File: config.mk
export PLATFORM = sky130hd
export DESIGN_NAME = fetch_prefetch_unit
export DESIGN_NICKNAME = d
export VERILOG_FILES = /design/src/rtl/cpu_pkg.sv /design/src/rtl/ifq_fifo.sv /design/src/rtl/fetch_prefetch_unit.sv
export SDC_FILE = /design/constraint.sdc
export NUM_CORES = 1
export LEC_CHECK = 0
export CORE_AREA = 2 2 162 164
export CTS_BUF_LIST = sky130_fd_sc_hd__clkbuf_4 sky130_fd_sc_hd__clkbuf_8
export CTS_CLUSTER_DIAMETER = 80
export DETAILED_ROUTE_END_ITERATION = 12
export DIE_AREA = 0 0 164 166
export PLACE_DENSITY = 0.88
export SYNTH_ARGS = -nofsm -noshare
export SYNTH_HDL_FRONTEND = slang
export SYNTH_SLANG_ARGS = --single-unit
File: constraint.sdc
create_clock -name clk -period 3.9 [get_ports clk]
set_clock_uncertainty 0.15 [all_clocks]
set_input_delay 0.78 -clock clk [delete_from_list [all_inputs] [get_ports clk]]
set_output_delay 0.78 -clock clk [all_outputs]
set_load 0.005 [all_outputs]
File: src/rtl/cpu_pkg.sv
// Shared fetch-stage types: queue entry, fetch FSM states, NOP encoding.
// Also holds the saturating 32-bit add used by the optional perf counters.
package cpu_pkg;

  localparam int XLEN_D = 32;
  localparam int ILEN_D = 32;

  localparam logic [ILEN_D-1:0] INSTR_NOP = 32'h0000_0013;

  typedef struct packed {
    logic [XLEN_D-1:0] pc;
    logic [ILEN_D-1:0] instr;
  } fetch_entry_t;

  typedef enum logic {
    IDLE,
    RUN
  } fetch_state_t;

  function automatic logic [31:0] sat_add32(
    input logic [31:0] a,
    input logic [31:0] b
  );
    logic [32:0] s;
    s = {1'b0, a} + {1'b0, b};
    return s[32] ? 32'hFFFF_FFFF : s[31:0];
  endfunction

endpackage

File: src/rtl/ifq_fifo.sv
// Synchronous prefetch FIFO with flush; head is read straight from storage.
// DEPTH must be a power of two so the pointers wrap for free.
module ifq_fifo
  import cpu_pkg::*;
#(
  parameter int  DEPTH = 4,
  parameter type T     = fetch_entry_t,
  localparam int AW    = $clog2(DEPTH),
  localparam int CW    = AW + 1
) (
  input  logic          clk,
  input  logic          rst,
  input  logic          push,
  input  logic          pop,
  input  logic          flush,
  input  T              wdata,
  output T              rdata,
  output logic [CW-1:0] count
);

  T               mem [DEPTH];
  logic [AW-1:0]  wr_ptr;
  logic [AW-1:0]  rd_ptr;
  logic           do_push;
  logic           do_pop;
  logic           full;

  assign full    = (count == CW'(DEPTH));
  assign do_push = push & ~flush;
  assign do_pop  = pop & ~flush & (count != '0);
  assign rdata   = mem[rd_ptr];

  always_ff @(posedge clk) begin
    if (rst) begin
      wr_ptr <= '0;
      rd_ptr <= '0;
      count  <= '0;
    end else if (flush) begin
      wr_ptr <= '0;
      rd_ptr <= '0;
      count  <= '0;
    end else begin
      if (do_push) wr_ptr <= wr_ptr + AW'(1);
      if (do_pop)  rd_ptr <= rd_ptr + AW'(1);
      count <= count + CW'(do_push) - CW'(do_pop);
    end
  end

  always_ff @(posedge clk) begin
    if (!rst && do_push) mem[wr_ptr] <= wdata;
  end

  a_no_overflow: assert property (
    @(posedge clk) disable iff (rst)
    !(do_push && !do_pop && full)
  );

endmodule

File: src/rtl/fetch_prefetch_unit.sv
// Fetch stage: PC, IMEM read port, prefetch queue, redirect flush.
// IFQ_PERF_CNT_EN adds perf_fetched/perf_flushed/perf_stall counters.
module fetch_prefetch_unit
  import cpu_pkg::*;
#(
  parameter int               XLEN     = 32,
  parameter int               ILEN     = 32,
  parameter int               IADDR_W  = 10,
  parameter int               DEPTH    = 4,
  parameter logic [XLEN-1:0]  RESET_PC = '0
) (
  input  logic               clk,
  input  logic               rst,
  input  logic               start,
  input  logic               redirect_valid,
  input  logic [XLEN-1:0]    redirect_pc,
  output logic               imem_en,
  output logic [IADDR_W-1:0] imem_addr,
  input  logic [ILEN-1:0]    imem_data,
  output logic               if_valid,
  input  logic               if_ready,
  output logic [XLEN-1:0]    if_pc,
  output logic [ILEN-1:0]    if_instr
`ifdef IFQ_PERF_CNT_EN
  ,
  output logic [31:0]        perf_fetched,
  output logic [31:0]        perf_flushed,
  output logic [31:0]        perf_stall
`endif
);

  localparam int CW = $clog2(DEPTH) + 1;

  typedef struct packed {
    logic [XLEN-1:0] pc;
    logic [ILEN-1:0] instr;
  } entry_t;

  fetch_state_t    state_q;
  fetch_state_t    state_n;
  logic [XLEN-1:0] fetch_pc;
  logic [XLEN-1:0] pc_q;
  logic            inflight;
  logic [CW-1:0]   count;
  logic [CW:0]     credit;
  logic            fire;
  logic            issue;
  logic            push;
  entry_t          head;
  entry_t          hold;
  entry_t          wdata;
  logic            unused_rpc;

  assign unused_rpc = ^redirect_pc[1:0];

  always_comb begin
    state_n = state_q;
    unique case (state_q)
      IDLE:    if (start)  state_n = RUN;
      RUN:     if (!start) state_n = IDLE;
      default: state_n = IDLE;
    endcase
  end

  assign if_valid = (count != '0);
  assign fire     = if_valid & if_ready;
  assign credit   = {1'b0, count}
                  + (CW+1)'(inflight)
                  - (CW+1)'(fire);
  assign issue    = (state_n == RUN)
                  & ~redirect_valid
                  & ~rst
                  & (credit < (CW+1)'(DEPTH));

  assign imem_en   = issue;
  assign imem_addr = fetch_pc[IADDR_W+1:2];

  // A response landing in a redirect cycle belongs to the old path.
  assign push  = inflight & ~redirect_valid;
  assign wdata = '{pc: pc_q, instr: imem_data};

  always_ff @(posedge clk) begin
    if (rst) begin
      state_q  <= IDLE;
      fetch_pc <= RESET_PC;
      pc_q     <= '0;
      inflight <= 1'b0;
      hold     <= '0;
    end else begin
      state_q  <= state_n;
      inflight <= issue;
      if (issue) pc_q <= fetch_pc;
      if (redirect_valid)
        fetch_pc <= {redirect_pc[XLEN-1:2], 2'b00};
      else if (issue)
        fetch_pc <= fetch_pc + XLEN'(4);
      if (if_valid) hold <= head;
    end
  end

  ifq_fifo #(
    .DEPTH (DEPTH),
    .T     (entry_t)
  ) u_fifo (
    .clk   (clk),
    .rst   (rst),
    .push  (push),
    .pop   (fire),
    .flush (redirect_valid),
    .wdata (wdata),
    .rdata (head),
    .count (count)
  );

  // Empty queue keeps presenting the last head seen by decode.
  assign if_pc    = if_valid ? head.pc    : hold.pc;
  assign if_instr = if_valid ? head.instr : hold.instr;

`ifdef IFQ_PERF_CNT_EN
  logic [CW:0] dropped;

  assign dropped = {1'b0, count}
                 - (CW+1)'(fire)
                 + (CW+1)'(inflight);

  always_ff @(posedge clk) begin
    if (rst) begin
      perf_fetched <= '0;
      perf_flushed <= '0;
      perf_stall   <= '0;
    end else begin
      if (push)
        perf_fetched <= sat_add32(perf_fetched, 32'd1);
      if (redirect_valid)
        perf_flushed <= sat_add32(perf_flushed, 32'(dropped));
      if (if_valid && !if_ready)
        perf_stall <= sat_add32(perf_stall, 32'd1);
    end
  end
`endif

endmodule

==> impl_results.md, run 1 <==
* Root Buffer: clkbuf_8
* Worst EP required at about 3000 ps
* Worst reg-to-reg setup slack at ~1000 ps
* FF-to-FF End: fetch_pc[8]$_SDFFE_PP0P_
* Slew of the pin with the lowest slew margin at 829.2 ps
* Wire per inst at 19.00 um
* Final ANT Viol Nets at 0
* Worst R2R Start: u_fifo.count[2]$_SDFF_PP0_
* CTS buffer count at 58
* Synth Flop Type: edfxtp_1
* FILL cells at 1604
* Via count at 8508
* Hpwl dp at 17.16 mm
* Ys async rst share at 0
* Die width at 164 um
* Flop and latch count out of synthesis at 380
* Tcrit/Tclk final at 0.9671
* Total GRT Usage at 0.2124
* Vias in the first global route at approximately 9000
* Pre-Repair DR Iteration Count at 5
* Antenna diode count at 0
* Post-synth EDFFs at 248
* Sequential-to-total area share from yosys stat at 0.6768
* Status: finished, final reports clean
* Vias/cell at 5.638
* Largest net degree at the start of global routing at 70
* Reg clk slew, reported paths at ~60 ps
* Post-Syn Area at 14910 um^2
* Clk sinks at 380
* CP endpoint: imem_en
* Cell count after synthesis at 971
* Number of DRC markers in iteration 0 at 557
* Final setup viols at 0
* Critical path class: in2out
* Clock Tree Buf Depth at 3
* IO Pins at 145
* Met2 usage at 0.3619
* Fin. Hold Viols at 0
* Grt ovf at 0
* Share of layout cells above drive strength 1 at 0.2283
* Critical Path AT at 2840 ps
* Final critical-path required period at 3772 ps
* Skew-Pair Late Insertion Delay at between 500 and 600 ps
* Initial Util at 0.5820
* Final Max Slew Viols at 0
* Multi-input gate area at 4379 um^2
* Register Area at 10090 um^2
* DRC violations left at 0
* Met1 usage at 0.2764
* Total power at 8.363 mW
* Htree depth at 2
* R2R depth at 11
* Slew HR at 0.4452
* Core Region at 25620 um^2
* Antenna violations before repair at 0
* MaxCap Viol Count at 0
* Setup crit start: if_ready
* Die ar. at 27220 um^2
* First-pass GRT wire length at 45.43 mm
* CTS tree: done
* Met3 Usage GRT at 0.04096
* Fin Setup TNS at 0 ps
* RSZ-0062 raised after global routing: false
* Worst hold slack at 339.6 ps
* Type of the tightest min-delay check: reg2reg
* LEAKAGE at 5.947 nW
* Synth warnings at 0
* Gpl congestion at 0.8517
* CP endpoint kind: output port
* Mapped Avg Cell Area at 15.35 um^2
* Max VDD drop at 0.0003154 V
* Routed WL at 28.67 mm
* Crit path launch type: primary input
* Layout area overhead at 20.80%
* Synth unique cells at 57
* Die height at 166 um
* Busiest grt layer: met2
* Final Net Count at 1205
* Cell Pwr Density at 464.4 nW/um^2
* Fmax at 0.2651 GHz
* PortBufs at 140
* CP max FO at 3
* Rows at 59
## layout by cell type (no fill, tap or decap), types with 8 or more instances in the layout
cell	n
o21a_1	12
mux4_2	62
a21oi_1	54
nand3_1	11
inv_1	28
dfxtp_1	130
nor2b_1	71
nand2_1	79
ha_1	10
clkdlybuf4s50_1	137
edfxtp_1	248
clkbuf_4	23
clkbuf_8	66
xnor2_1	10
clkinv_1	8
buf_4	14
mux2_2	63
nor2_1	19
buf_12	9
## cell usage after synthesis (all sizes together) (6+ instances only)
cell | n | area (um^2)
nand2 | 79 | 296.5
mux4 | 62 | 1396
nand4 | 7 | 43.79
nor4 | 7 | 50.05
clkbuf | 35 | 132.6
mux2 | 63 | 709.4
a21oi | 54 | 270.3
nor2 | 19 | 71.32
nor3 | 8 | 40.04
nand3 | 11 | 55.05
xnor2 | 10 | 87.58
xor2 | 7 | 61.31
nor2b | 71 | 444.2
ha | 10 | 125.1
buf | 35 | 216.5
o21a | 12 | 90.09
and3 | 6 | 41.29
a2111oi | 6 | 73.82
dfxtp | 132 | 2643
edfxtp | 248 | 7447
inv | 28 | 105.1
o31a | 7 | 61.31
o211ai | 7 | 57.55
## report_power, final
group | switching, mW | internal [mW] | total, mW
registers | 0.0550 | 4.33 | 4.38
logic | 0.163 | 0.210 | 0.373
clock network | 1.45 | 2.16 | 3.61
## layout make-up
| class | instances | share of cell area |
|---|---|---|
| sequential | 380 | 0.5606 |
| multi-input combinational | 493 | 0.2432 |
| timing repair buffer | 163 | 0.09338 |
| clock buffer | 89 | 0.06003 |
| tap | 335 | 0.02328 |
| clock inverter | 20 | 0.01355 |
| inverter | 29 | 0.006045 |
## registers in the layout, summed over array words and instances (netlist names), named ones only
signal,count
u_fifo.mem,248
hold,62
fetch_pc,30
pc_q,30
u_fifo.count,3
u_fifo.rd_ptr,2
u_fifo.wr_ptr,2
inflight,1
## cells by family after synthesis
group | count (synthesis) | share of synthesized area
AOI/OAI and AO/OA | 105 | 0.04692
buffers and inverters | 99 | 0.03072
muxes | 130 | 0.1446
and+or+nand+nor | 228 | 0.08099
other | 1 | 0.0002515
DFF | 380 | 0.6768
adders and majority gates | 11 | 0.009736
xor gates and xnor gates | 17 | 0.009987
## metrics by stage
step / instances / instance area [um^2] / util / worst slack, ps
3_3_place_gp: 1400 / 16670 / 0.6509 / -130.7
4_1_cts: 1509 / 18000 / 0.7029 / 2.088
5_1_grt: 1509 / 18010 / 0.7030 / 47.43
6_report: 1509 / 18010 / 0.7030 / 128.3
3_5_place_dp: 1400 / 16670 / 0.6509 / -123.3
2_1_floorplan: 972 / 14910 / - / 376.9
## critical path: stages
cell and delay [ps]:
clkdlybuf4s50_1 510, nor2b_1 150, ha_1 150, inv_1 40
ha_1 260, and3b_4 200, o21a_1 190, o21ai_2 150
clkinv_1 120, dlygate4sd2_1 280
## how the worst min path moves through the flow
stage	slack (ps)	startpoint	depth (start not counted)	end
2_1_floorplan	300	fetch_pc[31]$_SDFFE_PP0P_	2	pc_q[31]$_SDFFE_PP0P_
3_3_place_gp	320	pc_q[15]$_SDFFE_PP0P_	0	u_fifo.mem[2][47]$_DFFE_PP_
3_5_place_dp	340	pc_q[10]$_SDFFE_PP0P_	0	u_fifo.mem[3][42]$_DFFE_PP_
4_1_cts	340	fetch_pc[29]$_SDFFE_PP0P_	2	pc_q[29]$_SDFFE_PP0P_
5_1_grt	360	fetch_pc[29]$_SDFFE_PP0P_	2	pc_q[29]$_SDFFE_PP0P_
6_report	340	fetch_pc[29]$_SDFFE_PP0P_	2	pc_q[29]$_SDFFE_PP0P_
## per-layer routing
| layer | part of all wire | vias to the layer above |
|---|---|---|
| met3 | 0.052 | 58 |
| met2 | 0.51 | 252 |
| met4 | 0.022 | 0 |
| met1 | 0.42 | 4261 |
| li1 | - | 3937 |
| met5 | 0 | - |
## repair_timing
| item | 4_1_cts | 5_1_grt |
|---|---|---|
| pin swaps | 1 | 0 |
| endpoints found under the setup margin | 1 | 62 |
| hold buffers | 0 | 0 |
| setup buffers | 0 | 0 |
| cloned | 0 | 0 |
| resized for setup | 2 | 1 |
(Power assumes the default switching activity.)
==> run 2: changes to the inputs <==
--- a/config.mk
+++ b/config.mk
@@ -5,12 +5,13 @@
 export SDC_FILE = /design/constraint.sdc
 export NUM_CORES = 1
 export LEC_CHECK = 0
-export CORE_AREA = 2 2 162 164
+export CORE_AREA = 2 2 171 173
 export CTS_BUF_LIST = sky130_fd_sc_hd__clkbuf_4 sky130_fd_sc_hd__clkbuf_8
 export CTS_CLUSTER_DIAMETER = 80
 export DETAILED_ROUTE_END_ITERATION = 12
-export DIE_AREA = 0 0 164 166
-export PLACE_DENSITY = 0.88
+export DIE_AREA = 0 0 173 175
+export PLACE_DENSITY = 0.83
+export RECOVER_POWER = 25
 export SYNTH_ARGS = -nofsm -noshare
 export SYNTH_HDL_FRONTEND = slang
 export SYNTH_SLANG_ARGS = --single-unit
==> constraint.sdc (replaced) <==
create_clock -name clk -period 3.4 [get_ports clk]
set_clock_uncertainty 0.15 [all_clocks]
set_input_delay 0.68 -clock clk [delete_from_list [all_inputs] [get_ports clk]]
set_output_delay 0.68 -clock clk [all_outputs]
set_load 0.01 [all_outputs]
==> impl_results.md, run 2 (synthesis gave the netlist of run 1 again) <==
* Status: finished, final reports clean (unchanged)
* CP max FO at 4 (was 3)
* Final Net Count at 1216 (was 1205)
* CP dominant cell by count: ha_1 (unchanged)
* Crit path launch type: register (was primary input)
* Final critical-path required period at 3350 ps
* Most frequent cells in the layout: edfxtp_1, dfxtp_1, nand2_1, nor2b_1, clkbuf_8 (was edfxtp_1, clkdlybuf4s50_1, dfxtp_1, nand2_1, nor2b_1)
* Htree depth at 2 (unchanged)
* FF-to-FF End: fetch_pc[2]$_SDFFE_PP0P_ (was fetch_pc[8]$_SDFFE_PP0P_)
* Met2 usage at 0.3235 (was 0.3619)
* Hold path startpoint: rst (was fetch_pc[29]$_SDFFE_PP0P_)
* Skew-Pair Late Insertion Delay at 590 ps (was 580 ps)
* MaxCap Viol Count at 0 (unchanged)
* Internal power at 7.298 mW (was 6.699 mW)
* Total GRT Usage at 0.1907 (was 0.2124)
* Crit path largest cell delay at 370 ps (was 510 ps)
* Antenna violations before repair at 0 (unchanged)
* Combinational Power Share at 0.047 (was 0.045)
* Core Region at 28390 um^2 (was 25620 um^2)
* Gpl congestion at 0.8274 (was 0.8517)
* Via count at 8547 (was 8508)
* Setup crit start: u_fifo.count[1]$_SDFF_PP0_ (was if_ready)
* Busiest grt layer: met2 (unchanged)
* R2R depth at 13 (was 11)
* DRC violations left at 0 (unchanged)
* Pre-Repair DR Iteration Count at 5 (unchanged)
* Share of layout cells above drive strength 1 at 0.2401 (was 0.2283)
* Crit path cell chain: nor3_4 > nor2b_2 > ha_1 > inv_1 > ha_1 > and3b_4 > o21a_1 > o21ai_2 > clkinv_2 > clkbuf_2 (was clkdlybuf4s50_1 > nor2b_1 > ha_1 > inv_1 > ha_1 > and3b_4 > o21a_1 > o21ai_2 > clkinv_1 > dlygate4sd2_1)
* Layout area overhead at 21.36% (was 20.80%)
* IO Pins at 145 (unchanged)
* Hold Path End: u_fifo.count[0]$_SDFF_PP0_ (was pc_q[29]$_SDFFE_PP0P_)
* RSZ-0062 raised after global routing: true (was false)
* Net switching power at 1.914 mW (was 1.664 mW)
* CTS tree: done (unchanged)
* Number of DRC markers in iteration 0 at 621 (was 557)
* Hpwl dp at 17.16 mm (about the same)
* Pre-CTS setup slack at -518.6 ps (was -123.3 ps)
* Worst EP required at 2570 ps (was 2970 ps)
* Final Max Slew Viols at 0 (unchanged)
* Met1 usage at 0.2480 (was 0.2764)
* Fmax at about 0.30 GHz
* Die width at 173 um (was 164 um)
* Hold path depth at 3 (was 2)
* Util after Layout at 0.6372 (was 0.7030)
* First-pass GRT wire length at 45.71 mm (was 45.43 mm)
* Wire per inst at 18.63 um (was 19.00 um)
* Reg clk slew, reported paths at 70 ps (was 60 ps)
* Slew of the pin with the lowest slew margin at 834.6 ps (was 829.2 ps)
* LEAKAGE at 6.253 nW (was 5.947 nW)
* Clk sinks at 380 (unchanged)
* Root Buffer: clkbuf_8 (unchanged)
* Clock power share at 0.408 (was 0.432)
* CTS buffer count at 57 (was 58)
* Worst R2R Start: u_fifo.count[1]$_SDFF_PP0_ (was u_fifo.count[2]$_SDFF_PP0_)
* Largest net degree at the start of global routing at 74 (was 70)
* Routed WL at 29.20 mm (was 28.67 mm)
* Vias/cell at 5.454 (was 5.638)
* Cell Pwr Density at 509.2 nW/um^2 (was 464.4 nW/um^2)
* PortBufs at 140 (unchanged)
* Final ANT Viol Nets at 0 (unchanged)
* Switching share of power at 0.2077 (was 0.1990)
* Initial Util at 0.5251 (was 0.5820)
* Worst hold slack at 288.2 ps (was 339.6 ps)
* Antenna diode count at 0 (unchanged)
* Tcrit/Tclk final at 0.9853
* Die height at 175 um (was 166 um)
* Slew HR at 0.4436 (was 0.4452)
* Critical Path AT at 2520 ps (was 2840 ps)
* Met3 Usage GRT at 0.03721 (was 0.04096)
* Biggest regs: u_fifo.mem x248, hold x62 (unchanged)
* Final worst slack at 50.01 ps (was 128.3 ps)
* Max VDD drop at 0.0002652 V (was 0.0003154 V)
* Part of the power in registers at 0.545 (was 0.524)
* Fin. Hold Viols at 0 (unchanged)
* Grt ovf at 0 (unchanged)
* Die ar. at 30280 um^2 (was 27220 um^2)
* Vias in the first global route at 8660 (was 8803)
* Most common cell after layout, fill and taps aside: edfxtp_1 (unchanged)
* Rows at 62 (was 59)
* Hold buffers post-CTS at 0 (unchanged)
* Worst reg-to-reg setup slack at 410 ps (was 980 ps)
* Final setup viols at 0 (unchanged)
* Type of the tightest min-delay check: in2reg (was reg2reg)
* Max reg flops at 248 (unchanged)
* Slowest-stage cell, CP: dfxtp_4 (was clkdlybuf4s50_1)
* Critical path class: reg2out (was in2out)
* CP endpoint kind: output port (unchanged)
* Most flop-heavy register: u_fifo.mem (unchanged)
* Clock Tree Buf Depth at 3 (unchanged)
-- run 2: power groups by stage --
stage          clock network (mW)  registers (mW)  logic, mW
3_5_place_dp                    0            5.12      0.447
6_report                     3.75            5.02      0.434
5_1_grt                      4.05            5.03      0.470
2_1_floorplan                   0            5.10      0.242
3_3_place_gp                    0            5.12      0.436
4_1_cts                      3.84            5.02      0.434
-- run 2: through the flow --
| stage | cells | setup TNS [ps] | area, um^2 | power [mW] |
|---|---|---|---|---|
| 2_1_floorplan | 972 | 0 | 14910 | 5.339 |
| 3_3_place_gp | 1452 | -1980 | 16760 | 5.551 |
| 3_5_place_dp | 1452 | -2262 | 16760 | 5.567 |
| 4_1_cts | 1564 | -27.53 | 18040 | 9.293 |
| 5_1_grt | 1567 | -82.39 | 18090 | 9.549 |
| 6_report | 1567 | 0 | 18090 | 9.212 |
-- run 2: what timing repair did --
action	4_1_cts	5_1_grt
gates cloned	1	2
buffers inserted	5	1
pin swaps	1	2
endpoints found under the setup margin	64	10
resized for setup	69	3
-- run 2: critical path, delay by kind of cell (launching register included) --
family | cells | cell delay (ps)
simple gates | 3 | 450
fa+ha+maj | 2 | 390
compound gates | 2 | 380
flops | 1 | 370
buf+inv | 3 | 310
-- run 2: how the worst max path moves through the flow --
stage	endpoint	slack, ps	depth (start not counted)
floorplan	u_fifo.mem[2][0]$_DFFE_PP_	6	4
global placement	imem_en	-530	10
detailed placement	imem_en	-520	10
CTS	imem_en	-30	10
global route	imem_en	-80	10
finish	imem_en	50	10
-- run 2: per-layer routing --
| metal | vias up | share of wire | wire length, um |
|---|---|---|---|
| li1 | 3973 | - | - |
| met1 | 4253 | 0.43 | 12450 |
| met2 | 272 | 0.50 | 14520 |
| met3 | 49 | 0.055 | 1592 |
| met4 | 0 | 0.022 | 640 |
| met5 | - | 0 | 0 |
-- run 2: layout make-up --
class,count,area [um^2]
Tap cell,384,480.5
Sequential cell,380,10100
Inverter,29,110.1
Timing Repair Buffer,175,1804
Clock buffer,87,1085
Fill cell,1996,10300
Multi-Input combinational cell,493,4392
Clock inverter,19,118.9
